**src/rtl/usr_pkg.sv**
```systemverilog
// Shared definitions for the universal shift register: mode encodings
// and a helper that tells which modes may run as a multi-cycle burst.
package usr_pkg;

    localparam int MODE_W = 3;

    localparam logic [MODE_W-1:0] MODE_HOLD = 3'd0;
    localparam logic [MODE_W-1:0] MODE_SHL  = 3'd1;
    localparam logic [MODE_W-1:0] MODE_SHR  = 3'd2;
    localparam logic [MODE_W-1:0] MODE_ASR  = 3'd3;
    localparam logic [MODE_W-1:0] MODE_ROL  = 3'd4;
    localparam logic [MODE_W-1:0] MODE_ROR  = 3'd5;
    localparam logic [MODE_W-1:0] MODE_LOAD = 3'd6;
    localparam logic [MODE_W-1:0] MODE_CLR  = 3'd7;

    // Only shifts and rotates can be repeated by the burst engine.
    function automatic logic is_shift_mode(input logic [MODE_W-1:0] m);
        return (m >= MODE_SHL) && (m <= MODE_ROR);
    endfunction

endpackage

```
**src/rtl/usr_next_val.sv**
```systemverilog
// Combinational next-value logic for the shift register. One instance
// serves both single-cycle operations and burst steps; the caller picks
// which mode to feed in.
module usr_next_val
    import usr_pkg::*;
#(
    parameter int WIDTH = 8
) (
    input  logic [WIDTH-1:0]  q,
    input  logic [MODE_W-1:0] mode,
    input  logic [WIDTH-1:0]  d,
    input  logic              sin_l,
    input  logic              sin_r,
    output logic [WIDTH-1:0]  q_next
);

    // Select the next register value for the requested operation.
    always_comb begin
        q_next = q;
        case (mode)
            MODE_HOLD: q_next = q;
            MODE_SHL:  q_next = {q[WIDTH-2:0], sin_l};
            MODE_SHR:  q_next = {sin_r, q[WIDTH-1:1]};
            MODE_ASR:  q_next = {q[WIDTH-1], q[WIDTH-1:1]};
            MODE_ROL:  q_next = {q[WIDTH-2:0], q[WIDTH-1]};
            MODE_ROR:  q_next = {q[0], q[WIDTH-1:1]};
            MODE_LOAD: q_next = d;
            MODE_CLR:  q_next = '0;
            default:   q_next = q;
        endcase
    end

endmodule

```
**src/rtl/universal_shift_reg.sv**
```systemverilog
// WIDTH-bit universal shift register with clock enable, per-cycle mode
// select and a burst engine that repeats one shift/rotate N times.
// Optional build macro USR_PARITY_EN adds a registered even-parity output
// that always matches ^q.
//
// Burst control: burst_start is taken only while idle with en=1 and a
// shift/rotate mode. The first operation happens on the accepting edge;
// cnt_q then holds the operations still outstanding. busy is high while
// cnt_q is nonzero; done pulses for one cycle after the final operation.
module universal_shift_reg
    import usr_pkg::*;
#(
    parameter int WIDTH = 8,
    parameter int CNT_W = 4
) (
    input  logic              clk,
    input  logic              rst,
    input  logic              en,
    input  logic [2:0]        mode,
    input  logic [WIDTH-1:0]  d,
    input  logic              sin_l,
    input  logic              sin_r,
    input  logic              burst_start,
    input  logic [CNT_W-1:0]  burst_len,
    output logic [WIDTH-1:0]  q,
    output logic              sout_l,
    output logic              sout_r,
    output logic              busy,
`ifdef USR_PARITY_EN
    output logic              parity,
`endif
    output logic              done
);

    logic [WIDTH-1:0]  q_q, q_d, q_next;
    logic [CNT_W-1:0]  cnt_q, cnt_d;
    logic [MODE_W-1:0] mode_q, mode_d;
    logic              busy_q, busy_d;
    logic              done_q, done_d;
    logic [MODE_W-1:0] op_mode;

    // During a burst the latched mode drives the datapath, else the live input.
    assign op_mode = busy_q ? mode_q : mode;

    usr_next_val #(
        .WIDTH (WIDTH)
    ) u_next_val (
        .q      (q_q),
        .mode   (op_mode),
        .d      (d),
        .sin_l  (sin_l),
        .sin_r  (sin_r),
        .q_next (q_next)
    );

    // Next-state logic for the register and the burst controller.
    always_comb begin
        q_d    = q_q;
        cnt_d  = cnt_q;
        mode_d = mode_q;
        busy_d = busy_q;
        done_d = 1'b0;
        if (en) begin
            if (busy_q) begin
                q_d = q_next;
                if (cnt_q == CNT_W'(1)) begin
                    cnt_d  = '0;
                    busy_d = 1'b0;
                    mode_d = MODE_HOLD;
                    done_d = 1'b1;
                end else begin
                    cnt_d = cnt_q - CNT_W'(1);
                end
            end else if (burst_start && is_shift_mode(mode)) begin
                if (burst_len == '0) begin
                    done_d = 1'b1;
                end else begin
                    q_d = q_next;
                    if (burst_len == CNT_W'(1)) begin
                        done_d = 1'b1;
                    end else begin
                        cnt_d  = burst_len - CNT_W'(1);
                        busy_d = 1'b1;
                        mode_d = mode;
                    end
                end
            end else begin
                q_d = q_next;
            end
        end
    end

    // State registers with synchronous active-low reset.
    always_ff @(posedge clk) begin
        if (!rst) begin
            q_q    <= '0;
            cnt_q  <= '0;
            mode_q <= MODE_HOLD;
            busy_q <= 1'b0;
            done_q <= 1'b0;
        end else begin
            q_q    <= q_d;
            cnt_q  <= cnt_d;
            mode_q <= mode_d;
            busy_q <= busy_d;
            done_q <= done_d;
        end
    end

`ifdef USR_PARITY_EN
    logic parity_q;

    // Parity of the value being loaded, so it lines up with q in the same cycle.
    always_ff @(posedge clk) begin
        if (!rst) begin
            parity_q <= 1'b0;
        end else begin
            parity_q <= ^q_d;
        end
    end

    assign parity = parity_q;
`endif

    assign q      = q_q;
    assign sout_l = q_q[WIDTH-1];
    assign sout_r = q_q[0];
    assign busy   = busy_q;
    assign done   = done_q;

endmodule

```
**config.mk**
```make
export PLATFORM = sky130hd
export DESIGN_NAME = universal_shift_reg
export DESIGN_NICKNAME = d
export VERILOG_FILES = /design/src/rtl/usr_pkg.sv /design/src/rtl/usr_next_val.sv /design/src/rtl/universal_shift_reg.sv
export SDC_FILE = /design/constraint.sdc
export NUM_CORES = 1
export LEC_CHECK = 0
export BUFFER_PORTS_ARGS = -buffer_cell sky130_fd_sc_hd__buf_2
export CAP_MARGIN = 25
export CORE_MARGIN = 5
export CORE_UTILIZATION = 30
export DETAILED_ROUTE_END_ITERATION = 10
export GPL_TIMING_DRIVEN = 0
export RECOVER_POWER = 100
export SYNTH_ARGS = -nofsm -noshare
export SYNTH_HDL_FRONTEND = slang
export SYNTH_HIERARCHICAL = 1
export SYNTH_SLANG_ARGS = --single-unit
export TNS_END_PERCENT = 30
```
**constraint.sdc**
```tcl
create_clock -name clk -period 7 [get_ports clk]
set_clock_uncertainty 0.05 [all_clocks]
set_input_delay 1.05 -clock clk [delete_from_list [all_inputs] [get_ports clk]]
set_output_delay 1.05 -clock clk [all_outputs]
set_load 0.02 [all_outputs]
```
* Word level (Yosys, flattened, before mapping)
Index checks and enable logic that the tools add are counted.
** Word-level totals
- Register bits :: 17
- Bits in latches :: 0
- RAM bits :: 0
- Memory bits (read-only) :: 0
- Bits of input ports :: 21
- Output and inout port bits :: 12
- Logic and storage cells :: 56
- Memories :: 0
** Cells by class
- $add $sub $neg :: 2
- Multipliers :: 0
- Divide/modulo/power cells :: 0
- Magnitude comparators :: 2
- Equal/unequal tests :: 13
- Shift operators :: 0
- Mux-type cells :: 25
- Bitwise gates (word level) :: 0
- Reductions and logical operators :: 9
** Operators by type and width (number)
- $pmux 8 s8 :: 1
- $mux 8 :: 3
- $mux 4 :: 5
- $mux 3 :: 6
- $eq 3x3->1 const B :: 4
- $mux 1 :: 10
- $eq 4x1->1 const B :: 2
- $sub 4x1->4 const B :: 2
- $eq 3x2->1 const B :: 2
- $reduce_and 5->1 :: 1
- $logic_not 4->1 :: 1
- $ne 2x2->1 const B :: 2
- $reduce_and 2->1 :: 2
- $reduce_and 4->1 :: 1
- $eq 3x1->1 const B :: 1
- $ge 3x1->1 const B :: 1
- $le 3x3->1 const B :: 1
- $logic_not 3->1 :: 1
- $ne 3x3->1 const B :: 1
- $logic_and 1x1->1 :: 2
- $ne 2x1->1 const B :: 1
- $reduce_bool 2->1 :: 1

* Depth between registers and ports, before layout
- Depth in word-level cells :: 6
- Depth in mapped cells :: 10
- Depth with buffers taken out :: 6

* Hierarchy
Netlist, hierarchy kept.
** Modules (own cells, without submodules)
- universal_shift_reg :: times used 1, cells an instance 108, area each 954.7 µm², sequential area each 340.3 µm²
- usr_next_val :: times used 1, cells an instance 48, area each 485.5 µm², sequential area each 0.0 µm²

* Worst setup path after synthesis
Ideal clock, no wire load.
- Path type :: input -> register
- From :: in mode[0]
- To :: reg q_q[1], in the netlist q[1]
- Setup time :: 117 ps
- Arrival time :: 2398 ps
- Data required time :: 6833 ps
- Slack :: 4434 ps
- Stages :: 7
- Path buffers :: 2
- Cells stage by stage :: mux2_2 buf_6 buf_8 mux2_4 mux4_2 nand2_1 o21ai_1
** Between the ends
- Word-level cells in the longest chain between the ends :: 6
- Elaborated cells on any way between the ends :: 19
- Classes of those cells :: 2 x order compare; 8 x eq/ne; 5 x mux; 4 x reduce/logical
** Ends and longest elaborated chain
- start: declaration :: RTL line universal_shift_reg.sv:19 : input logic [2:0] mode,
- $mux 3 * :: RTL line universal_shift_reg.sv:43 : assign op_mode = busy_q ? mode_q : mode;
- $eq 3x3->1, or another cell as far along :: RTL line usr_next_val.sv:20 : case (mode)
- $pmux 8 s8 * :: RTL line usr_next_val.sv:20
- via q_next[1] :: RTL line universal_shift_reg.sv:35 : logic [WIDTH-1:0] q_q, q_d, q_next;
- $mux 8 :: RTL line universal_shift_reg.sv:75 : if (burst_len == '0) begin
- $mux 8 :: RTL line universal_shift_reg.sv:74 : end else if (burst_start && is_shift_mode(mode)) begin
- $mux 8 * :: RTL line universal_shift_reg.sv:64 : if (busy_q) begin
- end signal: assignment :: RTL line universal_shift_reg.sv:102 : q_q <= q_d;
- end: declaration :: RTL line universal_shift_reg.sv:35
Mark *: on every way through the listed nets, which the timed path passes. The rest lies on a longest branch. The select of a mux whose other input is x is not followed.
A chain may end at the register's enable or synchronous reset.

* Worst setup path in the final report
- From :: reg busy_q, in the netlist busy
- To :: reg q_q[6], in the netlist q[6]
** Between the ends
- Word-level cells in the longest chain between the ends :: 6
- Elaborated cells on any way between the ends :: 15
- Classes of those cells :: 8 x eq/ne; 5 x mux; 2 x reduce/logical
** Ends and longest elaborated chain
- start: declaration :: RTL line universal_shift_reg.sv:38 : logic busy_q, busy_d;
- start signal: assignment :: RTL line universal_shift_reg.sv:105 : busy_q <= busy_d;
- $mux 3 * :: RTL line universal_shift_reg.sv:43
- via op_mode[0] :: RTL line universal_shift_reg.sv:40 : logic [MODE_W-1:0] op_mode;
- $eq 3x3->1, or another cell as far along :: RTL line usr_next_val.sv:20
- $pmux 8 s8 * :: RTL line usr_next_val.sv:20
- via q_next[6] :: RTL line universal_shift_reg.sv:35
- $mux 8 :: RTL line universal_shift_reg.sv:75
- $mux 8 :: RTL line universal_shift_reg.sv:74
- $mux 8 * :: RTL line universal_shift_reg.sv:64
Marks and branches as above.

==> impl_metrics.env <==
export IMPL_finalSetupTns_ns=0
export IMPL_yosysWarnings=6
export IMPL_portBuffers=32
export IMPL_grt_overflow=0
export IMPL_critPathMaxFanout=10
export IMPL_critPathLaunchType="flip-flop"
export IMPL_fin_hold_ws_ns=0.446
export IMPL_syn_area_sq_mm=0.00144
export IMPL_critical_path_class="flip-flop to flip-flop"
export IMPL_rsz0062_at_grt="no"
export IMPL_synth_avg_cell_area_sq_um=9.23
export IMPL_rrSetupSlack_ns=3.67
export IMPL_timing_fmax_ghz=0.301
export IMPL_n_antenna_cell=0
export IMPL_dp_slack_ns=4.21
export IMPL_dr_pass1_iters=6
export IMPL_path_clk_slew_ns=0.07
export IMPL_r2r_end="q[6]"
export IMPL_slew_violations=0
export IMPL_synth_seq_cells=17
export IMPL_whs_path_depth=1
export IMPL_die_h_microns=79.3
export IMPL_cts_made_buffers=3
export IMPL_drc_errors=0
export IMPL_max_vdd_ir_drop_uv=72.2
export IMPL_io_pins=33
export IMPL_period_needed_ns=3.33
export IMPL_cts_tree="built"
export IMPL_synth_cells=156
export IMPL_switchingPower_uw=79.0
export IMPL_synth_cell_types=49
export IMPL_syn2layout_area_growth_pct=14.9
export IMPL_insertion_delay_ns=0.25
export IMPL_period_share_pct=47.5
export IMPL_htreeDepth=1
export IMPL_min_path_type="flip-flop to flip-flop"
export IMPL_initial_core_util_pct=30.7
export IMPL_end_kind="flip-flop"
export IMPL_multiInputGateArea_sq_um=963
export IMPL_synth_ff_type="dfxtp_1"
export IMPL_maxCapViolCount=0
export IMPL_seq_area_sq_um=340
export IMPL_ctsResizeCount=0
export IMPL_reg2reg_from="busy"
export IMPL_grt_pass1_wl_mm=5.64
export IMPL_cts_sinks=17
export IMPL_p_per_area_mw_per_mm2=152
export IMPL_worst_hold_path_endpoint="mode_q[1]"
export IMPL_outcome="completed"
export IMPL_relSlewSlack_pct=57.3
export IMPL_via_count=1302
export IMPL_synth_commonest_cells="dfxtp_1, nand2_1, mux2_2"
export IMPL_core_area_sq_mm=0.00469
export IMPL_wl_mm=3.50
export IMPL_required_ns=7.10
export IMPL_die_x_microns=79.3
export IMPL_reg2reg_depth=9
export IMPL_viasPerCell=5.29
export IMPL_postSynth_asyncResetShare_pct=0
export IMPL_dieArea_sq_mm=0.00629
export IMPL_cts_root_buf="clkbuf_8"
export IMPL_critical_path_arrival_ns=3.43
export IMPL_finalSetupViolCount=0
export IMPL_cts_hold_fix_buffers=0
export IMPL_synth_edff_count=0
export IMPL_final_area_sq_mm=0.00166
export IMPL_pwr_share_comb_pct=28.1
export IMPL_hp_start="mode_q[1]"
export IMPL_finalHoldViolCount=0
export IMPL_swShare_pct=31.3
export IMPL_antenna_found_initial=0
export IMPL_grt_pass1_vias=1170
export IMPL_drive_above_1_share_pct=26.0
export IMPL_fill_cells=513
export IMPL_syn_nets=182
export IMPL_synth_seq_area_share_pct=23.6
export IMPL_p_int_uw=173
export IMPL_synth_top_area_share_pct=23.6
export IMPL_clk_path_buf_depth=2
export IMPL_gp_congestion=0.731
export IMPL_p_seq_share_pct=42.3
export IMPL_ant_nets=0
export IMPL_grt_max_degree=11
export IMPL_p_clk_share_pct=29.6
export IMPL_synth_area_leader_cell="dfxtp_1"
export IMPL_drtIter0Drc=47
export IMPL_fin_nets=219
export IMPL_leakagePower_uw=0.000660
export IMPL_post_cts_buffers=0
export IMPL_grt_use_total_pct=11.0
export IMPL_wire_per_inst_microns=14.2
export IMPL_ys_top_cells_by_area="dfxtp_1, mux4_2, mux2_2, nand2_1, ha_1"
export IMPL_post_route_worst_setup_slack_ns=3.67
export IMPL_worst_pin_slew_ns=0.634
export IMPL_rows=25
export IMPL_place_area_sq_mm=0.00167
export IMPL_dp_hpwl_mm=2.64
==> cells by family after synthesis <==
logic type      count (synthesis)  share of synthesized area, %
xor+xnor                        2                          1.22
buf+inv                        21                          8.25
compound gates                 39                          19.5
simple gates                   49                          19.0
fa+ha+maj                       5                          4.34
mux                            23                          24.0
flops                          17                          23.6
==> per-layer routing <==
layer	GRT usage, %	share of wire [%]	up-vias
met3	1.59	3.4	4
met2	17.1	46	20
li1	-	-	655
met5	0	0	-
met4	4.12	1.1	0
met1	15.5	49	623
==> critical path: stages, from the launching register on <==
cell      delay (ns)
dfxtp_1         0.33
clkbuf_1        0.33
clkbuf_1        0.44
mux2_2          0.24
clkbuf_1        0.43
clkbuf_1        0.43
mux2_1          0.37
mux4_2          0.46
nand2_1         0.08
o21ai_1         0.06
==> layout by cell type, fill, tap and decap left out, types with 6 or more instances in the layout <==
cell,Yosys,final
o21ai_1,8,6
dfxtp_1,17,17
o21ai_0,8,10
mux2_2,10,10
clkbuf_1,3,18
nand3_1,9,9
nand2_1,17,17
mux4_2,7,7
buf_2,2,22
inv_1,9,9
==> power groups by stage <==
| stage | Combinational, uW | Clock, uW | Sequential [uW] |
|---|---|---|---|
| after floorplan | 52.8 | 0 | 110 |
| after global placement | 75.4 | 0 | 109 |
| after detailed placement | 75.7 | 0 | 109 |
| after CTS | 76.0 | 76.6 | 107 |
| after global routing | 78.0 | 80.5 | 108 |
| final | 70.8 | 74.7 | 107 |
==> area by class of cell <==
class	count	area share [%]
Buffer	12	3.48
Clock buffer	3	2.49
Clock inverter	1	0.302
Inverter	9	2.04
Multi-Input combinational cell	118	58.2
Sequential cell	17	20.6
Tap cell	54	4.08
Timing Repair Buffer	32	8.84
==> state kept, by name (all words and copies together) (netlist names) <==
name and flops:
cnt_q 4, mode_q 3, done 1, busy 1
q 8
==> how the worst max path moves through the flow <==
stage,start,end,slack (ns),cells past startpoint
2_1_floorplan,mode[0],q[1],4.43,7
4_1_cts,busy,q[6],4.37,9
6_report,busy,q[6],3.67,9
3_3_place_gp,mode[0],q[6],4.23,8
5_1_grt,busy,q[6],3.49,9
3_5_place_dp,mode[0],q[6],4.21,8
==> per-stage QoR <==
| step | utilization, % | instances | total power [uW] |
|---|---|---|---|
| 2_1_floorplan | - | 156 | 163 |
| 3_3_place_gp | 35.5 | 242 | 184 |
| 3_5_place_dp | 35.5 | 242 | 185 |
| 4_1_cts | 36.5 | 246 | 260 |
| 5_1_grt | 35.3 | 246 | 266 |
| 6_report | 35.3 | 246 | 252 |
Note: power is estimated with default switching activity, not from simulation.
